$ cat src/rtl/shift_register_rx.sv
// Receive end of the serial shift-register link.
// Resynchronises sdata/sclk/lclk into clk, shifts bits in LSB first on sclk
// rising edges and closes a frame on each lclk rising edge. A frame is accepted
// only when exactly WIDTH bits were shifted; otherwise a length error is pulsed.
module shift_register_rx #(
  parameter int WIDTH       = 24,
  parameter int SYNC_STAGES = 2
) (
  input  logic             clk,
  input  logic             rst,
  input  logic             sdata,
  input  logic             sclk,
  input  logic             lclk,
  output logic [WIDTH-1:0] word,
  output logic             valid,
  output logic             len_err,
  output logic [5:0]       bit_count,
  output logic             busy
);

  localparam logic [5:0] FULL_COUNT = 6'(WIDTH);
  localparam logic [5:0] SAT_COUNT  = 6'(WIDTH + 1);

  // IDLE: no bits yet; SHIFT: 1..WIDTH bits; OVER: more than WIDTH bits seen.
  typedef enum logic [1:0] {
    IDLE  = 2'd0,
    SHIFT = 2'd1,
    OVER  = 2'd2
  } state_t;

  logic [SYNC_STAGES-1:0] sdata_sync;
  logic [SYNC_STAGES-1:0] sclk_sync;
  logic [SYNC_STAGES-1:0] lclk_sync;
  logic                   sclk_prev;
  logic                   lclk_prev;
  logic                   sdata_s;
  logic                   sclk_rise;
  logic                   lclk_rise;

  state_t                 state;
  state_t                 state_next;
  logic [WIDTH-1:0]       shreg;
  logic [WIDTH-1:0]       shreg_next;
  logic [WIDTH-1:0]       shreg_shifted;
  logic [5:0]             count_next;
  logic [5:0]             count_shifted;
  logic [WIDTH-1:0]       word_next;
  logic                   valid_next;
  logic                   len_err_next;

  // Synchroniser chains for the three link inputs plus edge-detect history.
  always_ff @(posedge clk) begin
    // NOTE: sequential state uses non-blocking assignments so every flop
    // samples the pre-edge value of its neighbours, as a real shift chain does.
    if (rst) begin
      sdata_sync <= '0;
      sclk_sync  <= '0;
      lclk_sync  <= '0;
      sclk_prev  <= 1'b0;
      lclk_prev  <= 1'b0;
    end else begin
      sdata_sync <= {sdata_sync[SYNC_STAGES-2:0], sdata};
      sclk_sync  <= {sclk_sync[SYNC_STAGES-2:0], sclk};
      lclk_sync  <= {lclk_sync[SYNC_STAGES-2:0], lclk};
      sclk_prev  <= sclk_sync[SYNC_STAGES-1];
      lclk_prev  <= lclk_sync[SYNC_STAGES-1];
    end
  end

  assign sdata_s   = sdata_sync[SYNC_STAGES-1];
  assign sclk_rise = sclk_sync[SYNC_STAGES-1] & ~sclk_prev;
  assign lclk_rise = lclk_sync[SYNC_STAGES-1] & ~lclk_prev;

  // Shift-then-latch: a bit arriving in the same cycle as the strobe counts.
  assign shreg_shifted = sclk_rise ? {sdata_s, shreg[WIDTH-1:1]} : shreg;
  assign count_shifted = !sclk_rise              ? bit_count :
                         (bit_count == SAT_COUNT) ? SAT_COUNT : bit_count + 6'd1;

  // Next-state, datapath and output pulse decode.
  always_comb begin
    // NOTE: every variable gets a default first so no path can infer a latch.
    state_next   = state;
    shreg_next   = shreg_shifted;
    count_next   = count_shifted;
    word_next    = word;
    valid_next   = 1'b0;
    len_err_next = 1'b0;

    case (state)
      IDLE:    if (sclk_rise) state_next = SHIFT;
      SHIFT:   if (sclk_rise && bit_count == FULL_COUNT) state_next = OVER;
      OVER:    state_next = OVER;
      default: state_next = IDLE;
    endcase

    if (lclk_rise) begin
      if (count_shifted == FULL_COUNT) begin
        word_next  = shreg_shifted;
        valid_next = 1'b1;
      end else begin
        len_err_next = 1'b1;
      end
      shreg_next = '0;
      count_next = '0;
      state_next = IDLE;
    end
  end

  // Frame state and registered outputs.
  always_ff @(posedge clk) begin
    if (rst) begin
      state     <= IDLE;
      shreg     <= '0;
      bit_count <= '0;
      word      <= '0;
      valid     <= 1'b0;
      len_err   <= 1'b0;
    end else begin
      state     <= state_next;
      shreg     <= shreg_next;
      bit_count <= count_next;
      word      <= word_next;
      valid     <= valid_next;
      len_err   <= len_err_next;
    end
  end

  assign busy = (bit_count != 6'd0);

endmodule
$ cat config.mk
export PLATFORM = sky130hd
export DESIGN_NAME = shift_register_rx
export DESIGN_NICKNAME = d
export VERILOG_FILES = /design/src/rtl/shift_register_rx.sv
export SDC_FILE = /design/constraint.sdc
export NUM_CORES = 1
export LEC_CHECK = 0
export BUFFER_PORTS_ARGS = -buffer_cell sky130_fd_sc_hd__buf_2
export CELL_PAD_IN_SITES_DETAIL_PLACEMENT = 1
export CELL_PAD_IN_SITES_GLOBAL_PLACEMENT = 1
export CORE_ASPECT_RATIO = 1.75
export CORE_MARGIN = 2
export CORE_UTILIZATION = 41
export CTS_BUF_LIST = sky130_fd_sc_hd__clkbuf_2 sky130_fd_sc_hd__clkbuf_4 sky130_fd_sc_hd__clkbuf_8
export CTS_CLUSTER_DIAMETER = 150
export DETAILED_ROUTE_END_ITERATION = 8
export HOLD_SLACK_MARGIN = 0.02
export PLACE_DENSITY = 0.78
export SETUP_SLACK_MARGIN = 0.02
export SLEW_MARGIN = 20
export SYNTH_ARGS = -nofsm -noshare
export SYNTH_HDL_FRONTEND = slang
export SYNTH_SLANG_ARGS = --single-unit
$ cat constraint.sdc
create_clock -name clk -period 1.9 [get_ports clk]
set_input_delay 0.38 -clock clk [delete_from_list [all_inputs] [get_ports clk]]
set_output_delay 0.38 -clock clk [all_outputs]
set_load 0.1 [all_outputs]
Word-level counts from Yosys, hierarchy flattened
Index checks and enable logic that the tools add are counted.
Storage, ports and cells
  register bits: 64
  output and inout port bits: 33
Cells by class
  muxes and demuxes: 5
  bitwise logic cells: 5
  eq/ne operators: 2
  reduce and logical (&&, ||, !) cells: 4
  add/subtract/negate cells: 1
Operators with widths (count)
  $mux W24: 1
  $eq A6 B5 Y1 const B: 2
  $mux W6: 2
  $add A6 B1 Y6 const B: 1
  $reduce_bool A6 Y1: 1
  $reduce_or A2 Y1: 2
  $not A1 Y1: 3
  $and A1 B1 Y1: 2
  $mux W1: 2
  $reduce_and A2 Y1: 1

Depth between registers and ports, before layout
Gate-level depths: netlist of run 1.
  depth in word-level cells: 5
  mapped depth: 9
  mapped depth without buffers: 7

Worst setup path after synthesis of run 1
OpenSTA, ideal clock, no wires.
  kind: register -> register
  start: reg bit_count[0]
  end: reg word[0]
  setup time: 0.086 ns
  path buffers: 1
  arrival time: 2.673 ns
  required time: 1.814 ns
  setup slack: -0.859 ns
  stages on the path, launching flop included: 9
  period minus slack after synthesis: 2.759 ns
  cell sequence: dfxtp_1 inv_1 ha_1 nor2_1 nand4_1 o22ai_1 buf_2 a21oi_1 a211oi_1
Between the ends
  word-level cells in the longest chain between the ends: 5
  elaborated cells on any way between the ends: 6
  classes of those cells: 1 x add/sub; 2 x eq/ne; 2 x mux; 1 x reduce/logical
RTL lines
  start, declared: RTL line 17  | output logic [5:0] bit_count,
  start signal, assigned: RTL line 121  | bit_count <= count_next;
  $add A6 B1 Y6 / $eq A6 B5 Y1 (equally long branches): RTL line 77  | (bit_count == SAT_COUNT) ? SAT_COUNT : bit_count + 6'd1;
  $mux W6: RTL line 77
  $mux W6 *: RTL line 76  | assign count_shifted = !sclk_rise ? bit_count :
  $eq A6 B5 Y1 *: RTL line 97  | if (count_shifted == FULL_COUNT) begin
  $reduce_and A2 Y1 (no line) *
  end signal, assigned: RTL line 122  | word <= word_next;
  end, declared: RTL line 14  | output logic [WIDTH-1:0] word,
Every way passes the cells marked *; elsewhere a longest branch is shown, timed or not.
A chain may end at the register's enable or synchronous reset.

Worst setup path after layout of run 1
  start: reg bit_count[1]
  end: reg word[21]
The elaborated chain is that of the path after synthesis.

==> impl_metrics.ini, run 1 <==
[cts]
h-tree-depth = 3
cts_max_path_buffers = 2
cts_root_buffer = clkbuf_8
cts_hold_buf = 0
path_clk_slew_ns = 0.08
cts_made_buffers = 9
clk_latency_ns = 0.34
cts_tree = yes
cts.sinks = 64

[synth]
yosysSeqAreaShare = 0.528
postSynthAreaPerCell_um2 = 10.2
synth_warnings = 0
synthesis.area_mm2 = 0.00243
synth_cells = 238
synth_nets = 246
synth_cell_types = 28
ys_ff_latch = 64

[final_layout]
fin_nets = 299
final_core_util = 0.550
multi_input_area_mm2 = 0.00108
seq_area_mm2 = 0.00130
diodes = 0
fill_cells = 650
drive_gt1_frac = 0.348
stdcell_area_mm2 = 0.00318
area_growth_pct = 31.1

[min_path]
whs_endpoint = sdata_sync[0]
hold_start = sdata
hold_path_class = input pin to register
whs_path_depth = 2

[floorplan]
fp.dieH_um = 106
core_area_mm2 = 0.00579
std_cell_rows = 37
floorplan.initialDensity = 0.420
die_area_mm2 = 0.00658
io_pins = 38
die_w_um = 62.2

[routing]
wl_mm = 6.47
wire_per_inst_um = 17.3
viasPerCell = 5.21
drtPass1Iterations = 4
ant_nets = 0
drt_iter0_markers = 39
dr_total_vias = 1950
drc = 0

[power_and_ir_drop]
seq_power_share = 0.475
peakVddDrop_mv = 0.542
p_sw_uw = 634
switching_share = 0.223
clockPowerShare = 0.470
combPwrFrac = 0.056
p_int_mw = 2.21
p_per_area_mw_per_mm2 = 894
p_leak_nw = 1.39

[timing]
relSlewSlack = 0.669
timing_hold_violations_final = 0
final.min_clock_period_ns = 1.98
rsz0062_at_grt = true
finClkSkew_ns = 0.0121
setup_violations = 12
fmax_mhz = 506
finalWorstSetupSlack_ns = -0.0773
period_share = 1.04
fin_hold_ws_ns = 0.253
report.final.slew_viol_count = 0
tightest_slew_ns = 0.500
tns_ns = -0.189

[placement]
port-buffer-count = 37
place_area_mm2 = 0.00271
place_congestion = 0.874
dp_hpwl_mm = 3.73
pre_cts_ws_ns = -0.000715

[critical_path]
ff2ff_path_depth = 7
r2r_slack_ns = -0.08
cp.required_ns = 2.14
reg2reg_from = bit_count[1]
r2r-end = word[21]
crit_path_start_kind = register
critPathCaptureType = register
path_class = register to register
crit_arrival_ns = 2.22
crit_fanout = 24

[flow_run]
cap_violations = 0

[grt]
antenna_found_initial = 0
grt_remaining_overflow = 0
grt_pass1_wl_mm = 10.1
grtUsageTotal = 0.199
grt_pass1_vias = 2046
grt_start_max_net_pins = 35

[status]
status = finished with violations
violations = setup timing
[synth_stat cells]
cell,n,share of area
nor2b_1,10,0.026
nand3_1,5,0.010
buf_8,2,0.012
o22ai_1,1,0.0026
and3_1,1,0.0026
a31oi_4,1,0.0088
or3_1,1,0.0026
a211oi_1,23,0.071
or4b_4,1,0.0057
nor2_1,33,0.051
a211oi_2,3,0.015
o21ai_1,1,0.0021
mux2i_1,24,0.099
buf_2,3,0.0062
nand2b_1,3,0.0077
dfxtp_1,64,0.53
xnor2_1,2,0.0072
inv_1,2,0.0031
xor2_1,2,0.0072
clkbuf_1,10,0.015
and2_1,2,0.0052
and4b_1,1,0.0041
ha_1,3,0.015
buf_6,4,0.019
nand3b_1,1,0.0031
a21oi_1,27,0.056
nand2_1,6,0.0093
nand4_1,2,0.0052
[layout by cell type, fill, tap and decap left out, types with 3 or more instances in the layout]
cell type	netlist	routed
a211oi_1	23	21
a211oi_2	3	5
a21oi_1	27	24
a21oi_2	0	3
buf_2	3	37
buf_4	0	14
buf_6	4	5
clkbuf_8	0	11
dfxtp_1	64	58
dfxtp_4	0	4
mux2i_1	24	24
nand2_1	6	6
nand2b_1	3	3
nand3_1	5	3
nor2_1	33	32
nor2b_1	10	9
[layout make-up]
class | count | share of cell area
multi-input cells | 153 | 0.341
well taps | 78 | 0.0307
clock inverters | 5 | 0.0248
flip-flops and latches | 64 | 0.408
repair buffers | 61 | 0.146
inverters | 2 | 0.00236
clock buffers | 11 | 0.0476
[worst max-delay path: stages (launching register included)]
cell      delay (ns)
dfxtp_4         0.38
buf_6           0.10
nand3_2         0.06
or4b_4          0.52
a31oi_4         0.21
buf_12          0.21
a21oi_1         0.10
a211oi_1        0.29
[registers in the layout, indices dropped and copies added, names as in the netlist]
register    cells
lclk_prev       1
word           24
sclk_sync       2
shreg          24
valid           1
len_err         1
lclk_sync       2
sclk_prev       1
bit_count       6
sdata_sync      2
[repair_timing]
action / CTS / global route
setup buffers: 6 / 5
cloned: 2 / 2
resized for setup: 8 / 14
setup endpoints to repair: 15 / 27
pin swaps: 3 / 10
[kinds of logic after synthesis]
kind of cell / share of synthesized area
xor+xnor: 0.0144
buf+inv: 0.0556
mux: 0.0989
flops: 0.528
simple gates: 0.132
compound gates: 0.156
fa+ha+maj: 0.0155
[power by group through the flow]
stage | clock [mW] | sequential [mW] | combinational, mW
floorplan | 0 | 1.39 | 0.0786
global placement | 0 | 1.38 | 0.121
detailed placement | 0 | 1.38 | 0.123
CTS | 1.36 | 1.35 | 0.143
global route | 1.43 | 1.35 | 0.168
finish | 1.34 | 1.35 | 0.158
[worst max-delay path by stage]
stage	from	endpoint	slack, ns	cells after the start
2_1_floorplan	bit_count[2]	word[10]	-0.13	7
3_3_place_gp	bit_count[0]	valid	0.05	8
3_5_place_dp	bit_count[0]	valid	-0.0007	7
4_1_cts	bit_count[0]	word[13]	0.007	9
5_1_grt	bit_count[1]	word[21]	-0.14	9
6_report	bit_count[1]	word[21]	-0.08	7
[through the flow]
step,total power [mW],cells
after floorplan,1.47,238
after global placement,1.50,343
after detailed placement,1.50,343
after CTS,2.85,367
after global routing,2.95,374
final,2.84,374
[metal layers]
metal	global-route usage	vias to the layer above	wire length [um]
li1	-	940	-
met1	0.214	972	2670
met2	0.359	29	3520
met3	0.0470	9	148
met4	0.105	0	129
met5	0	-	0
No activity file was read; power rests on OpenSTA's default activity.
==> inputs of run 2 (changes only) <==
--- a/config.mk
+++ b/config.mk
@@ -5,12 +5,13 @@
 export SDC_FILE = /design/constraint.sdc
 export NUM_CORES = 1
 export LEC_CHECK = 0
+export ABC_AREA = 1
 export BUFFER_PORTS_ARGS = -buffer_cell sky130_fd_sc_hd__buf_2
 export CELL_PAD_IN_SITES_DETAIL_PLACEMENT = 1
 export CELL_PAD_IN_SITES_GLOBAL_PLACEMENT = 1
 export CORE_ASPECT_RATIO = 1.75
 export CORE_MARGIN = 2
-export CORE_UTILIZATION = 41
+export CORE_UTILIZATION = 39
 export CTS_BUF_LIST = sky130_fd_sc_hd__clkbuf_2 sky130_fd_sc_hd__clkbuf_4 sky130_fd_sc_hd__clkbuf_8
 export CTS_CLUSTER_DIAMETER = 150
 export DETAILED_ROUTE_END_ITERATION = 8
==> run 2 against run 1 <==
The run now ends clean; worst setup slack better by 0.15 ns; worst hold slack worse by 0.012 ns; design area up 6.2%; sequential cell count unchanged; critical path type is now register to primary output; largest power group is now the clock network.
==> impl_metrics.ini, run 2 <==
[synth]
postSynthAreaPerCell_um2 = 7.46
yosysSeqAreaShare = 0.472
synth_nets = 372
synth_warnings = 0
ys_top_cells_by_count = nand2_1, inv_1, nor2_1
yosys-top-cells-area = dfxtp_1, nand2_1, inv_1, nor2_1, mux2i_1
ys_ff_latch = 64
synth_edf_count = 0
yosysMostFrequentCell = nand2_1
synthFlopType = dfxtp_1
synth_cell_types = 20
synthesis.area_mm2 = 0.00271
yosys.area.top_type_share = 0.472
yosysTopAreaCell = dfxtp_1
ys_async_sr_fraction = 0
synth_cells = 364

[critical_path]
worstSetupEndpoint = busy
cpPeakStageDelay_ns = 0.43
ff2ff_path_depth = 12
r2r-end = word[14]
crit_fanout = 4
cp.required_ns = 1.52
crit_path_start_kind = register
critPathCaptureType = primary output
reg2reg_from = bit_count[1]
path_class = register to primary output
crit_arrival_ns = 1.45
critical_path_depth = 4
crit_slowest_cell = buf_2
cp_top_family = buffers and inverters
crit_chain = inv_4, ha_4, nand4_1, buf_2
r2r_slack_ns = 0.09
startpoint = bit_count[0]
path_buf_inv = 2

[power_and_ir_drop]
p_per_area_mw_per_mm2 = 855
power_mw = 2.89
peakVddDrop_mv = 0.510
p_leak_nw = 1.69

[min_path]
hold_path_class = input pin to register
hold_start = lclk

[routing]
drtPass1Iterations = 4
ant_nets = 0
wire_per_inst_um = 14.1
drc = 0
viasPerCell = 4.90
wl_mm = 7.00
dr_total_vias = 2440
drt_iter0_markers = 78

[timing]
timing_hold_violations_final = 0
period_share = 0.961
report.final.slew_viol_count = 0
setup_violations = 0
final.min_clock_period_ns = 1.83
finClkSkew_ns = 0.00962
rsz0062_at_grt = true
tightest_slew_ns = 0.496
fmax_mhz = 548
relSlewSlack = 0.672

[status]
status = finished, final reports clean

[final_layout]
final_core_util = 0.497
area_growth_pct = 24.6
layout_common_cells = nand2_1, nor2_1, inv_1
fin_nets = 417
fill_cells = 893
final_common_cell = nand2_1
diodes = 0
drive_gt1_frac = 0.220
largest_registers = shreg: 24 flops, word: 24 flops, bit_count: 6 flops

[floorplan]
fp.dieH_um = 114
io_pins = 38
die_area_mm2 = 0.00767
floorplan.initialDensity = 0.399
core_area_mm2 = 0.00681
std_cell_rows = 40
die_w_um = 67.1

[cts]
cts.sinks = 64
cts_tree = yes
cts_made_buffers = 9
cts_max_path_buffers = 2
cts_hold_buf = 0
path_clk_slew_ns = 0.07
clk_latency_ns = 0.35
h-tree-depth = 3
cts_root_buffer = clkbuf_8

[grt]
grt_start_max_net_pins = 26
grt_pass1_wl_mm = 11.4
grt_remaining_overflow = 0
antenna_found_initial = 0
grt_pass1_vias = 2478
grtUsageTotal = 0.197

[flow_run]
cap_violations = 0

[placement]
port-buffer-count = 37
dp_hpwl_mm = 4.51
place_congestion = 0.837
-- run 2: cell types whose count changed after synthesis, moves of 3 or more --
cell and delta:
nor2_1 +34, a211oi_2 -3, a21oi_1 -24, a211oi_1 -23
buf_2 +3, nor2b_1 -10, nand2b_1 -3, mux2i_1 -4
nand2_1 +69, nand4_1 +24, inv_1 +65, o21ai_0 +5
-- run 2: area by class of cell --
cell class | instances | area [um^2] | share of cell area
Clock buffer | 14 | 180 | 0.0533
Clock inverter | 2 | 60.1 | 0.0178
Inverter | 70 | 270 | 0.0799
Multi-Input combinational cell | 216 | 1140 | 0.337
Sequential cell | 64 | 1310 | 0.386
Tap cell | 84 | 105 | 0.0311
Timing Repair Buffer | 48 | 320 | 0.0947
-- run 2: how the worst min path moves through the flow --
stage | endpoint | depth (start not counted) | slack, ns
3_3_place_gp | sclk_sync[1] | 2 | 0.39
4_1_cts | lclk_sync[0] | 3 | 0.24
3_5_place_dp | sclk_sync[1] | 2 | 0.40
2_1_floorplan | lclk_sync[1] | 2 | 0.39
6_report | lclk_sync[0] | 3 | 0.24
5_1_grt | lclk_sync[0] | 3 | 0.25
-- run 2: cells by family after synthesis --
group	after synthesis	synth area share
AO/OA/AOI/OAI	9	0.0180
adder cells (fa/ha/maj)	3	0.0138
buffers and inverters	87	0.131
flip-flops	64	0.472
multiplexers	20	0.0738
AND/OR/NAND/NOR	181	0.291
-- run 2: layer usage --
metal	track usage	vias to the layer above	part of all wire
met3	0.0472	20	0.028
li1	-	1205	-
met2	0.343	44	0.55
met1	0.207	1171	0.39
met5	0	-	0
met4	0.120	0	0.028
-- run 2: worst min-delay path: cells and delay by family --
| family | cells | cell delay [ns] |
|---|---|---|
| buffers and inverters | 2 | 0.10 |
| AND/OR/NAND/NOR | 1 | 0.06 |
-- run 2: stage by stage --
| step | worst slack [ns] | hold slack, ns | setup TNS, ns | cells | instance area (um^2) |
|---|---|---|---|---|---|
| CTS | 0.0242 | 0.236 | 0 | 494 | 3310 |
| floorplan | -0.0384 | 0.388 | -0.0384 | 364 | 2750 |
| finish | 0.0739 | 0.241 | 0 | 498 | 3380 |
| global route | -0.0354 | 0.246 | -0.0823 | 498 | 3380 |
| global placement | 0.0555 | 0.391 | 0 | 477 | 3050 |
| detailed placement | 0.0114 | 0.404 | 0 | 477 | 3050 |
-- run 2: report_power, final --
group          switching, mW  internal, mW
clock network          0.515         0.877
logic                  0.102        0.0429
registers            0.00699          1.35
total                  0.625          2.27
-- run 2: repair_timing --
action	4_1_cts	5_1_grt
resized for setup	2	10
pin swaps	1	2
endpoints found under the setup margin	19	25
cloned	1	2
buffers inserted	0	2
